File: config.mk
export PLATFORM = sky130hd
export DESIGN_NAME = rr_mux_arbiter_flat
export DESIGN_NICKNAME = d
export VERILOG_FILES = /design/src/rtl/rr_mux_arbiter_pkg.sv /design/src/rtl/rr_mux_arbiter_if.sv /design/src/rtl/rr_mux_arbiter_pick.sv /design/src/rtl/rr_mux_arbiter.sv /design/src/flat_wrapper.sv
export SDC_FILE = /design/constraint.sdc
export NUM_CORES = 1
export LEC_CHECK = 0
export ABC_AREA = 1
export ABC_CLOCK_PERIOD_IN_PS = 2200
export CAP_MARGIN = 10
export CORE_AREA = 4 4 41 43
export DETAILED_ROUTE_END_ITERATION = 10
export DIE_AREA = 0 0 45 47
export GPL_TIMING_DRIVEN = 0
export PLACE_DENSITY = 0.72
export SLEW_MARGIN = 30
export SYNTH_ARGS = -nofsm -noshare
export SYNTH_HDL_FRONTEND = slang
export SYNTH_SLANG_ARGS = --single-unit
File: constraint.sdc
create_clock -name clk -period 2.2 [get_ports clk]
set_input_delay 0.44 -clock clk [delete_from_list [all_inputs] [get_ports clk]]
set_output_delay 0.44 -clock clk [all_outputs]
set_load 0.02 [all_outputs]
File: src/rtl/rr_mux_arbiter_pkg.sv
// Shared types and width helpers for the round-robin mux arbiter and its
// priority-encoder building block.
package rr_mux_arb_pkg;

    typedef enum logic {
        IDLE  = 1'b0,
        GRANT = 1'b1
    } arb_state_e;

    // Ceiling log2 for elaboration-time width derivation (clog2(1) = 0).
    function automatic int clog2(input int value);
        int result;
        result = 32'sd0;
        for (int i = 0; i < 32; i++) begin
            if ((64'sd1 << i) < longint'(value)) begin
                result = i + 32'sd1;
            end else begin
                result = result;
            end
        end
        return result;
    endfunction

    // Select width: never narrower than one bit, even for a single source.
    function automatic int sel_width(input int n_req);
        if (clog2(n_req) < 32'sd1) begin
            return 32'sd1;
        end else begin
            return clog2(n_req);
        end
    endfunction

endpackage

File: src/rtl/rr_mux_arbiter_if.sv
// Request/response bundle between the requesting sources, the arbiter and
// the downstream consumer of the muxed stream.
interface rr_mux_arbiter_if #(
    parameter int N_REQ  = 2,
    parameter int DATA_W = 4,
    parameter int SEL_W  = rr_mux_arb_pkg::sel_width(N_REQ)
) ();
    import rr_mux_arb_pkg::*;

    logic [N_REQ-1:0]        req;
    logic [N_REQ*DATA_W-1:0] req_data;
    logic [N_REQ-1:0]        req_last;
    logic [N_REQ-1:0]        gnt;
    logic [SEL_W-1:0]        sel;
    logic                    out_valid;
    logic [DATA_W-1:0]       out_data;
    logic                    out_last;
    logic                    out_ready;

    // Arbiter side.
    modport slave (
        input  req, req_data, req_last, out_ready,
        output gnt, sel, out_valid, out_data, out_last
    );

    // Sources plus consumer side.
    modport master (
        output req, req_data, req_last, out_ready,
        input  gnt, sel, out_valid, out_data, out_last
    );

endinterface

File: src/rtl/rr_mux_arbiter_pick.sv
// Combinational rotating priority encoder: returns the first set request at
// or above ptr, wrapping past N_REQ-1 back to 0.
module rr_pick
    import rr_mux_arb_pkg::*;
#(
    parameter int N_REQ = 2,
    parameter int SEL_W = sel_width(N_REQ)
) (
    input  logic [N_REQ-1:0] req,
    input  logic [SEL_W-1:0] ptr,
    output logic             any,
    output logic [SEL_W-1:0] idx
);

    logic [N_REQ-1:0] rot_s;
    logic [SEL_W:0]   sum_s;
    logic             found_s;

    // Rotate requests so bit 0 is the ptr position, then take the lowest set bit.
    always_comb begin
        rot_s   = N_REQ'({req, req} >> ptr);
        idx     = '0;
        sum_s   = '0;
        found_s = 1'b0;
        for (int k = 0; k < N_REQ; k++) begin
            if (!found_s && rot_s[k]) begin
                sum_s = {1'b0, ptr} + (SEL_W+1)'(k);
                if (sum_s >= (SEL_W+1)'(N_REQ)) begin
                    idx = SEL_W'(sum_s - (SEL_W+1)'(N_REQ));
                end else begin
                    idx = SEL_W'(sum_s);
                end
                found_s = 1'b1;
            end else begin
                found_s = found_s;
            end
        end
    end

    assign any = |req;

endmodule

File: src/rtl/rr_mux_arbiter.sv
// Round-robin arbiter and sequencer for a shared N-input mux. One owner at a
// time drives a valid/ready stream; ownership is released on last beat,
// after MAX_HOLD beats, or when the owner drops its request.
module rr_mux_arbiter
    import rr_mux_arb_pkg::*;
#(
    parameter int N_REQ    = 2,
    parameter int DATA_W   = 4,
    parameter int MAX_HOLD = 4
) (
    input  logic           clk,
    input  logic           rst_n,
    rr_mux_arbiter_if.slave bus
);

    localparam int SEL_W = sel_width(N_REQ);
    localparam int CNT_W = clog2(MAX_HOLD + 1);

    arb_state_e        state_r;
    logic [SEL_W-1:0]  owner_r;
    logic [SEL_W-1:0]  ptr_r;
    logic [CNT_W-1:0]  beat_cnt_r;

    logic              pick_any_s;
    logic [SEL_W-1:0]  pick_idx_s;
    logic [DATA_W-1:0] data_arr_s [N_REQ];
    logic              owner_req_s;
    logic              owner_last_s;
    logic [DATA_W-1:0] owner_data_s;
    logic [N_REQ-1:0]  gnt_s;
    logic              out_valid_s;
    logic [DATA_W-1:0] out_data_s;
    logic              out_last_s;
    logic              transfer_s;
    logic              release_s;
    logic [CNT_W-1:0]  cnt_next_s;
    logic [SEL_W-1:0]  ptr_next_s;

    rr_pick #(
        .N_REQ (N_REQ),
        .SEL_W (SEL_W)
    ) u_pick (
        .req (bus.req),
        .ptr (ptr_r),
        .any (pick_any_s),
        .idx (pick_idx_s)
    );

    // Split the flat data bus into per-requester lanes for indexed selection.
    always_comb begin
        for (int k = 0; k < N_REQ; k++) begin
            data_arr_s[k] = bus.req_data[k*DATA_W +: DATA_W];
        end
    end

    // Only the owner's lane is ever selected, so non-owner data cannot leak out.
    assign owner_req_s  = bus.req[owner_r];
    assign owner_last_s = bus.req_last[owner_r];
    assign owner_data_s = data_arr_s[owner_r];

    // Output steering: live only in GRANT; IDLE presents an all-zero, invalid beat.
    always_comb begin
        gnt_s       = '0;
        out_valid_s = 1'b0;
        out_data_s  = '0;
        out_last_s  = 1'b0;
        if (state_r == GRANT) begin
            out_valid_s    = owner_req_s;
            out_data_s     = owner_data_s;
            out_last_s     = owner_last_s;
            gnt_s[owner_r] = bus.out_ready & owner_req_s;
        end else begin
            gnt_s       = '0;
            out_valid_s = 1'b0;
        end
    end

    assign transfer_s = out_valid_s & bus.out_ready;
    assign cnt_next_s = beat_cnt_r + CNT_W'(1);
    assign release_s  = (state_r == GRANT) &
                        ((transfer_s & owner_last_s) |
                         (transfer_s & (cnt_next_s == CNT_W'(MAX_HOLD))) |
                         !owner_req_s);
    assign ptr_next_s = (owner_r == SEL_W'(N_REQ - 1)) ? SEL_W'(0) : (owner_r + SEL_W'(1));

    // Arbitration FSM: pick a winner in IDLE, count beats and release in GRANT.
    always_ff @(posedge clk or negedge rst_n) begin
        if (!rst_n) begin
            state_r    <= IDLE;
            owner_r    <= '0;
            ptr_r      <= '0;
            beat_cnt_r <= '0;
        end else begin
            case (state_r)
                IDLE: begin
                    if (pick_any_s) begin
                        owner_r    <= pick_idx_s;
                        beat_cnt_r <= '0;
                        state_r    <= GRANT;
                    end else begin
                        state_r    <= IDLE;
                    end
                end
                GRANT: begin
                    if (transfer_s) begin
                        beat_cnt_r <= cnt_next_s;
                    end else begin
                        beat_cnt_r <= beat_cnt_r;
                    end
                    if (release_s) begin
                        state_r <= IDLE;
                        ptr_r   <= ptr_next_s;
                    end else begin
                        state_r <= GRANT;
                    end
                end
                default: begin
                    state_r    <= IDLE;
                    beat_cnt_r <= '0;
                end
            endcase
        end
    end

    assign bus.gnt       = gnt_s;
    assign bus.sel       = owner_r;
    assign bus.out_valid = out_valid_s;
    assign bus.out_data  = out_data_s;
    assign bus.out_last  = out_last_s;

endmodule

File: src/flat_wrapper.sv
// flat-port wrapper written by rule: the top's interface ports become plain ports
module rr_mux_arbiter_flat import rr_mux_arb_pkg::*;
#(
    parameter int N_REQ    = 2,
    parameter int DATA_W   = 4,
    parameter int MAX_HOLD = 4
)
  (clk, rst_n, bus_req, bus_req_data, bus_req_last, bus_out_ready, bus_gnt, bus_sel, bus_out_valid, bus_out_data, bus_out_last);
  rr_mux_arbiter_if #(.N_REQ(N_REQ), .DATA_W(DATA_W)) bus_i ();
  input  logic clk;
  input  logic rst_n;
  input wire logic [$bits(bus_i.req)-1:0] bus_req;
  input wire logic [$bits(bus_i.req_data)-1:0] bus_req_data;
  input wire logic [$bits(bus_i.req_last)-1:0] bus_req_last;
  input wire logic [$bits(bus_i.out_ready)-1:0] bus_out_ready;
  output wire logic [$bits(bus_i.gnt)-1:0] bus_gnt;
  output wire logic [$bits(bus_i.sel)-1:0] bus_sel;
  output wire logic [$bits(bus_i.out_valid)-1:0] bus_out_valid;
  output wire logic [$bits(bus_i.out_data)-1:0] bus_out_data;
  output wire logic [$bits(bus_i.out_last)-1:0] bus_out_last;
  assign bus_i.req = bus_req;
  assign bus_i.req_data = bus_req_data;
  assign bus_i.req_last = bus_req_last;
  assign bus_i.out_ready = bus_out_ready;
  assign bus_gnt = bus_i.gnt;
  assign bus_sel = bus_i.sel;
  assign bus_out_valid = bus_i.out_valid;
  assign bus_out_data = bus_i.out_data;
  assign bus_out_last = bus_i.out_last;
  rr_mux_arbiter #(.N_REQ(N_REQ), .DATA_W(DATA_W), .MAX_HOLD(MAX_HOLD)) u_core (.clk(clk), .rst_n(rst_n), .bus(bus_i));
endmodule
==> run_results.csv, run 1 <==
group,metric,value,unit
run_status,outcome,"finished clean",
final_layout,stdcell_area,736,µm²
global_route,grt_max_degree,10,
timing,finalCriticalPeriod,2.10,ns
hold_path,min_path_type,"input port to async pin",
clock_network,cts_tree,"yes",
final_layout,antenna_cells,0,
drt,drt_iter0_drc,4,
place,place_ws,-0.101,ns
clock_network,post_cts_buffers,0,
floorplanning,die_x,45,µm
power_and_ir_drop,switchingPower,0.000388,W
timing,rsz0062_at_grt,"no",
power_and_ir_drop,p_leak,0.364,nW
timing,hold_violations,0,
drt,ant_nets,0,
place,io_buffers,23,
power_and_ir_drop,intPower,0.000469,W
final_layout,drive_gt1_share,21.2,%
setup_path,r2r_cells,8,
global_route,overflow,0,
final_layout,stdcell_count,100,
clock_network,clockBufferDepth,2,
setup_path,cp-start-kind,"input port",
clock_network,hold_buffers,0,
drt,wl_per_cell,11.3,µm
floorplanning,fp.dieArea,0.00212,mm²
clock_network,cts_max_level,1,
setup_path,required,1.76,ns
clock_network,root_buffer,"clkbuf_4",
clock_network,clk_pin_slew,0.04,ns
clock_network,clk_latency,0.24,ns
floorplanning,start_util,35.6,%
yosys,ys_ff_latch,6,
place,gp_congestion,0.653,
yosys,yosysUniqueCellTypes,18,
floorplanning,core-area,0.00130,mm²
timing,tightest_slew,0.283,ns
setup_path,path_class,"input port to output pin",
setup_path,endpoint_kind,"output pin",
timing,post-route-period-util,95.3,%
yosys,yosys.area.top_type,"dfrtp_1",
place,dp_hpwl,960,µm
power_and_ir_drop,switching_share,45.3,%
power_and_ir_drop,sequentialPowerShare,23.5,%
drt,avgViaCountPerCell,4.67,
yosys,netlist_instances,59,
timing,clock_skew,0.000383,ns
clock_network,clock_sinks,6,
flow_run,maxCapViolations,0,
power_and_ir_drop,peakVddDrop,496,µV
floorplanning,rows,13,
timing,fin_tns_setup,0,ns
yosys,yosys_warnings,0,
global_route,grt_pass1_wl,1860,µm
global_route,antenna_found_initial,0,
setup_path,crit_path_max_fanout,1,
yosys,synth_top_area_share,32.4,%
global_route,grt_pass1_vias,450,
timing,setup_viol,0,
power_and_ir_drop,power_density,1160,mW/mm²
timing,relSlewSlack,81.1,%
drt,drc,0,
clock_network,numCtsBuffers,3,
yosys,yosysSeqAreaShare,32.4,%
timing,fin_ws,0.103,ns
drt,drt_pass1_iterations,2,
power_and_ir_drop,pwr-share-comb,65.1,%
place,dp_cells,97,
place,placed_area,712,µm²
drt,vias,467,
power_and_ir_drop,finalPower,0.000856,W
global_route,track_usage,12.5,%
yosys,syn_area,463,µm²
final_layout,layout.nets,104,
yosys,syn_nets,76,
yosys,avgSynthCellArea,7.85,µm²
floorplanning,die_h,47,µm
yosys,yosys-top-cells-area,"dfrtp_1 32%, nor2_1 9.7%, nand2_1 7.3%, nand2_2 6.8%, ha_1 5.4%",
timing,final_max_slew_viol_count,0,
final_layout,syn_to_final_growth,58.9,%
floorplanning,io_pins,24,
timing,fmax,477,MHz
setup_path,arrival,1.66,ns
power_and_ir_drop,p_clk_share,11.4,%
drt,wl,1130,µm
==> cell type report <==
| type | count | area (µm²) |
|---|---|---|
| plain buffers | 1 | 20.0 |
| fillers | 127 | 566 |
| repair buffers | 23 | 229 |
| clock buffers | 3 | 22.5 |
| well taps | 15 | 18.8 |
| multi-input cells | 45 | 267 |
| inverters | 7 | 28.8 |
| flip-flops and latches | 6 | 150 |
==> sequential cells by signal, indices dropped and copies added (netlist names) <==
name,flops
u_core.beat_cnt_r,3
u_core.bus.sel,1
u_core.ptr_r,1
u_core.state_r,1
==> routing by layer <==
layer  routed length (µm)  GRT usage, %  share of wire, %
met5                    0             0                 0
met3                  150          4.98                13
met4                    0          7.02                 0
met2                  566          23.7                50
met1                  413          11.1                37
==> through the flow <==
stage | hold slack (ns) | utilization (%)
4_1_cts | 0.441 | 56.2
5_1_grt | 0.436 | 56.5
3_5_place_dp | 0.474 | 54.7
6_report | 0.447 | 56.5
2_1_floorplan | 0.144 | -
3_3_place_gp | 0.464 | 54.7
==> critical path, cell delays in order <==
cell and delay [ns]:
clkdlybuf4s50_1 0.45, o21ai_0 0.08, nor2_1 0.09, clkdlybuf4s50_1 0.60
==> repair_timing <==
| item | 4_1_cts | 5_1_grt |
|---|---|---|
| setup endpoints to repair | 3 | 5 |
| resized for setup | 3 | 2 |
| gates cloned | 0 | 0 |
| pin swaps | 0 | 0 |
==> synth_stat cells, drive strengths merged <==
cell / n
a21oi: 3
buf: 1
dfrtp: 6
ha: 2
inv: 7
nand2: 16
nand3: 2
nor2: 13
o211ai: 1
o21ai: 7
o21bai: 1
==> path summary, 6_finish.rpt <==
path                                           start                    to  slack, ns
max in group asynchronous                      rst_n  u_core.beat_cnt_r[0]       1.54
worst min-delay path                           rst_n        u_core.bus.sel       0.45
worst min register to register  u_core.beat_cnt_r[1]  u_core.beat_cnt_r[1]       0.48
worst max register to register  u_core.beat_cnt_r[0]          u_core.ptr_r       0.92
min in group clk                u_core.beat_cnt_r[1]  u_core.beat_cnt_r[1]       0.48
worst max-delay path                 bus_req_data[2]       bus_out_data[2]       0.10
==> cells in the final DEF (no fill, tap or decap), types with 2 or more instances in the layout <==
cell             count
nand2_1              9
dlygate4sd2_1        3
clkbuf_4             3
a21oi_1              2
inv_1                6
ha_1                 2
clkdlybuf4s50_1     19
dfrtp_1              6
nand2_4              2
nor2_1              12
o21ai_0              5
o21ai_2              2
nand2_2              5
==> power by group through the flow <==
stage / combinational, W / sequential (W) / clock (W)
finish: 0.000557 / 0.000201 / 0.0000978
global route: 0.000614 / 0.000208 / 0.000112
CTS: 0.000566 / 0.000198 / 0.000104
detailed placement: 0.000574 / 0.000200 / 0
global placement: 0.000564 / 0.000198 / 0
floorplan: 0.000358 / 0.000202 / 0
==> cells by family after synthesis <==
kind of cell | synth area share, %
buffers and inverters | 10.0
flip-flops | 32.4
AND/OR/NAND/NOR | 33.2
AO/OA/AOI/OAI | 18.9
adder cells (fa/ha/maj) | 5.40
(Power assumes the default switching activity.)
==> inputs of run 2 (changes only) <==
ABC_CLOCK_PERIOD_IN_PS = 2500   (was 2200)
CTS_CLUSTER_DIAMETER = 150   (was default)
HOLD_SLACK_MARGIN = 0.03   (was default)
clock period = 2.5 ns   (was 2.2 ns; I/O delays follow)
==> run_results.csv, run 2 (synthesized netlist as in run 1, its figures left out) <==
group,metric,value,unit
final_layout,finalCoreUtilization,56.4,%
drt,wl_per_cell,11.4,µm
hold_path,min_to,"u_core.beat_cnt_r[1]",
clock_network,clockBufferDepth,2,
drt,ant_nets,0,
timing,hold_violations,0,
clock_network,root_buffer,"clkbuf_4",
power_and_ir_drop,finalPower,0.000758,W
final_layout,syn_to_final_growth,58.6,%
timing,relSlewSlack,80.9,%
final_layout,top_register,"u_core.beat_cnt_r",
clock_network,post_cts_buffers,0,
clock_network,hold_buffers,0,
setup_path,arrival,1.92,ns
global_route,overflow,0,
setup_path,endpoint_kind,"output pin",
hold_path,worstHoldPathCells,2,
global_route,antenna_found_initial,0,
floorplanning,core-area,0.00130,mm²
hold_path,min_from,"u_core.beat_cnt_r[1]",
setup_path,cp-start-kind,"input port",
setup_path,r2r_cells,8,
final_layout,final_common_cell,"clkdlybuf4s50_1",
floorplanning,fp.dieArea,0.00212,mm²
setup_path,crit_path_max_fanout,4,
timing,setup_viol,0,
place,placed_area,712,µm²
final_layout,final_cell_mix,"23 x clkdlybuf4s50_1, 12 x nor2_1, 9 x nand2_1",
drt,drt_iter0_drc,2,
final_layout,layout.nets,104,
timing,finalCriticalPeriod,2.42,ns
floorplanning,rows,13,
final_layout,antenna_cells,0,
timing,post-route-period-util,96.8,%
place,dp_hpwl,960,µm
clock_network,clock_sinks,6,
floorplanning,io_pins,24,
place,io_buffers,23,
floorplanning,die_x,45,µm
timing,fmax,413,MHz
timing,final_max_slew_viol_count,0,
place,dp_cells,97,
drt,drt_pass1_iterations,4,
drt,avgViaCountPerCell,4.72,
clock_network,numCtsBuffers,3,
run_status,outcome,"finished clean",
timing,rsz0062_at_grt,"no",
global_route,grt_max_degree,10,
clock_network,cts_max_level,1,
floorplanning,start_util,35.6,%
power_and_ir_drop,power_density,1030,mW/mm²
timing,clock_skew,0.000187,ns
final_layout,largest_reg_flops,3,
final_layout,drive_gt1_share,21.2,%
setup_path,r2r-start,"u_core.beat_cnt_r[0]",
place,gp_congestion,0.653,
clock_network,cts_tree,"yes",
floorplanning,die_h,47,µm
final_layout,stdcell_count,100,
timing,fin_tns_setup,0,ns
flow_run,maxCapViolations,0,
power_and_ir_drop,p_leak,0.337,nW
drt,drc,0,
global_route,track_usage,12.5,%
global_route,grt_pass1_vias,450,
clock_network,clk_latency,0.24,ns
hold_path,min_path_type,"flip-flop to flip-flop",
clock_network,post_cts_resized,0,
setup_path,worstReg2RegEnd,"u_core.ptr_r",
setup_path,path_class,"input port to output pin",
final_layout,stdcell_area,734,µm²
drt,vias,472,
power_and_ir_drop,peakVddDrop,466,µV
global_route,grt_pass1_wl,1860,µm
setup_path,r2r_setup_slack,1.22,ns
clock_network,clk_pin_slew,0.04,ns
setup_path,required,2.00,ns
timing,tightest_slew,0.285,ns
drt,wl,1140,µm
-- run 2: critical path, stage by stage --
cell and delay [ns]:
clkdlybuf4s50_1 0.51, nand2_2 0.12, a21oi_1 0.16, clkdlybuf4s50_1 0.62
-- run 2: metal layers --
metal | track usage (%) | share of wire [%]
met1 | 11.1 | 35
met2 | 23.7 | 51
met3 | 4.98 | 14
met4 | 7.02 | 0
met5 | 0 | 0
-- run 2: final cells by class --
class / count / area [µm²]
inverters: 7 / 26.3
repair buffers: 23 / 230
well taps: 15 / 18.8
clock buffers: 3 / 22.5
fillers: 126 / 567
flip-flops and latches: 6 / 150
plain buffers: 1 / 20.0
multi-input cells: 45 / 267
-- run 2: power breakdown --
group          leakage (nW)  switching (W)  internal, W
clock network        0.0138      0.0000319    0.0000541
logic                 0.246       0.000269     0.000230
registers            0.0769      0.0000376     0.000136
-- run 2: metrics by stage --
stage                     setup WS (ns)  hold slack (ns)
after global placement           0.0763            0.464
final                            0.0804            0.480
after floorplan                   0.872            0.204
after global routing             0.0416            0.496
after CTS                        0.0742            0.483
after detailed placement         0.0792            0.474
-- run 2: how the worst max path moves through the flow --
stage                              start             to  slack [ns]  depth (start not counted)
final                         bus_req[1]  bus_out_valid        0.08                          4
after global routing          bus_req[1]  bus_out_valid        0.04                          4
after CTS                     bus_req[1]  bus_out_valid        0.07                          4
after detailed placement      bus_req[1]  bus_out_valid        0.08                          4
after global placement        bus_req[1]  bus_out_valid        0.08                          4
after floorplan           u_core.bus.sel  bus_out_valid        0.87                          3
==> variant, RTL diff (settings of run 1) <==
`DATA_W` is set to 4 in 3 places; all go to 6.
--- a/src/rtl/rr_mux_arbiter_if.sv
+++ b/src/rtl/rr_mux_arbiter_if.sv
@@ -3,5 +3,5 @@
 interface rr_mux_arbiter_if #(
     parameter int N_REQ  = 2,
-    parameter int DATA_W = 4,
+    parameter int DATA_W = 6,
     parameter int SEL_W  = rr_mux_arb_pkg::sel_width(N_REQ)
 ) ();
--- a/src/rtl/rr_mux_arbiter.sv
+++ b/src/rtl/rr_mux_arbiter.sv
@@ -6,5 +6,5 @@
 #(
     parameter int N_REQ    = 2,
-    parameter int DATA_W   = 4,
+    parameter int DATA_W   = 6,
     parameter int MAX_HOLD = 4
 ) (
--- a/src/flat_wrapper.sv
+++ b/src/flat_wrapper.sv
@@ -3,5 +3,5 @@
 #(
     parameter int N_REQ    = 2,
-    parameter int DATA_W   = 4,
+    parameter int DATA_W   = 6,
     parameter int MAX_HOLD = 4
 )
Ports: changed (resized bus_out_data and bus_req_data); port bits go from 24 to 30. The function was not compared with the original's and may differ.
==> variant against run 1 <==
Final area increased by 11%; worst setup slack got worse by 0.018 ns; wire length increased by 6.8%; sequential cell count unchanged; area after synthesis increased by 4.3%; global-route usage increased by 0.80 points; hold slack got worse by 0.0082 ns; power increased by 8.7%; critical path type unchanged.
==> variant: results (changes against run 1) <==
status finished clean (unchanged); Iter 0 DRT Violations 6 (was 4); RePlAce Congestion 0.772 (was 0.653); Worst R2R Setup Slack 0.94 ns (was 0.92 ns); WL met1 459 µm (was 413 µm); first-pass GRT wire length 2010 µm (was 1860 µm); Worst slew margin 83.6% (was 81.1%); Layout Nets 121 (was 104); number of distinct library cells after synthesis 19 (was 18); M1 GR Usage 13.9% (was 11.1%); met2 wire len 574 µm (was 566 µm); switching pwr 432 µW (was 388 µW); detailed placement HPWL 1060 µm (was 960 µm); ratio of cells with drive above 1 in the final layout 16.3% (was 21.2%); number of global-route vias before repair 487 (was 450); Clk power 91.9 µW (was 97.8 µW); maximum vdd drop 0.568 mV (was 0.496 mV); sequential fraction of design power 19.4% (was 23.5%); synth top area cells dfrtp_1 31%, nor2_1 12%, nand2_1 9.3% (was dfrtp_1 32%, nor2_1 9.7%, nand2_1 7.3%); Pre-antenna DRT Iters 4 (was 2); routing usage on met3 5.75% (was 4.98%); total power 930 µW (was 856 µW); WL met3 173 µm (was 150 µm); Cell Count, Final, Fillers Out 113 (was 100); PortBufs 29 (was 23); Post-synth top cells 15 x nor2_1, 12 x nand2_1, 7 x o21ai_0 (was 12 x nor2_1, 9 x nand2_1, 6 x dfrtp_1, 6 x inv_1); Total Wirelength 1210 µm (was 1130 µm); met2 Use GR 22.6% (was 23.7%); global router's overall resource usage 13.3% (was 12.5%); Fill cells 133 (was 127); clk_skew 0.000424 ns (was 0.000383 ns); Post-Syn Instances 66 (was 59); post-place instance area 792 µm² (was 712 µm²)
variant: changes by cell type after synthesis, moves of 2 or more:
| cell | run 1 | this run |
|---|---|---|
| nor2_1 | 12 | 15 |
| nand2_2 | 5 | 1 |
| nand2_1 | 9 | 12 |
| o21ai_0 | 5 | 7 |
variant: cells by family (layout without fill, tap and decap cells):
logic type               Yosys count  in the layout  synth area share [%]
adder cells (fa/ha/maj)            2              2                  5.18
buffers and inverters              9             41                  10.4
flip-flops                         6              6                  31.1
AO/OA/AOI/OAI                     14             14                  19.4
AND/OR/NAND/NOR                   35             35                  33.9
variant: per-stage QoR:
| stage | setup slack, ns | util [%] | hold WS, ns |
|---|---|---|---|
| after global routing | 0.00500 | 62.7 | 0.435 |
| after CTS | 0.0257 | 62.3 | 0.441 |
| final | 0.0854 | 62.7 | 0.439 |
| after global placement | -0.0988 | 60.9 | 0.458 |
| after floorplan | 0.655 | - | 0.144 |
| after detailed placement | -0.104 | 60.9 | 0.470 |
variant: worst max-delay path by stage:
stage,startpoint,to,slack (ns),cells past startpoint
floorplan,u_core.bus.sel$_DFFE_PN0P_,bus_out_valid,0.66,4
global placement,bus_req[1],bus_out_valid,-0.1,4
detailed placement,bus_req[1],bus_out_valid,-0.10,4
CTS,bus_req_last[1],bus_out_last,0.03,4
global route,bus_req_data[4],bus_out_data[4],0.005,4
finish,bus_req_data[4],bus_out_data[4],0.09,4
variant: worst max-delay path: stages:
cell and delay, ns:
clkdlybuf4s50_1 0.45, o21ai_0 0.06, nor2_1 0.11, clkdlybuf4s50_1 0.61
variant: area by class of cell:
type                    instances  area (µm²)  area share, %
repair buffers                 29         292           35.7
multi-input cells              51         283           34.7
flip-flops and latches          6         150           18.4
inverters                       7        33.8           4.14
clock buffers                   3        22.5           2.76
well taps                      15        18.8           2.30
plain buffers                   2        16.3           1.99
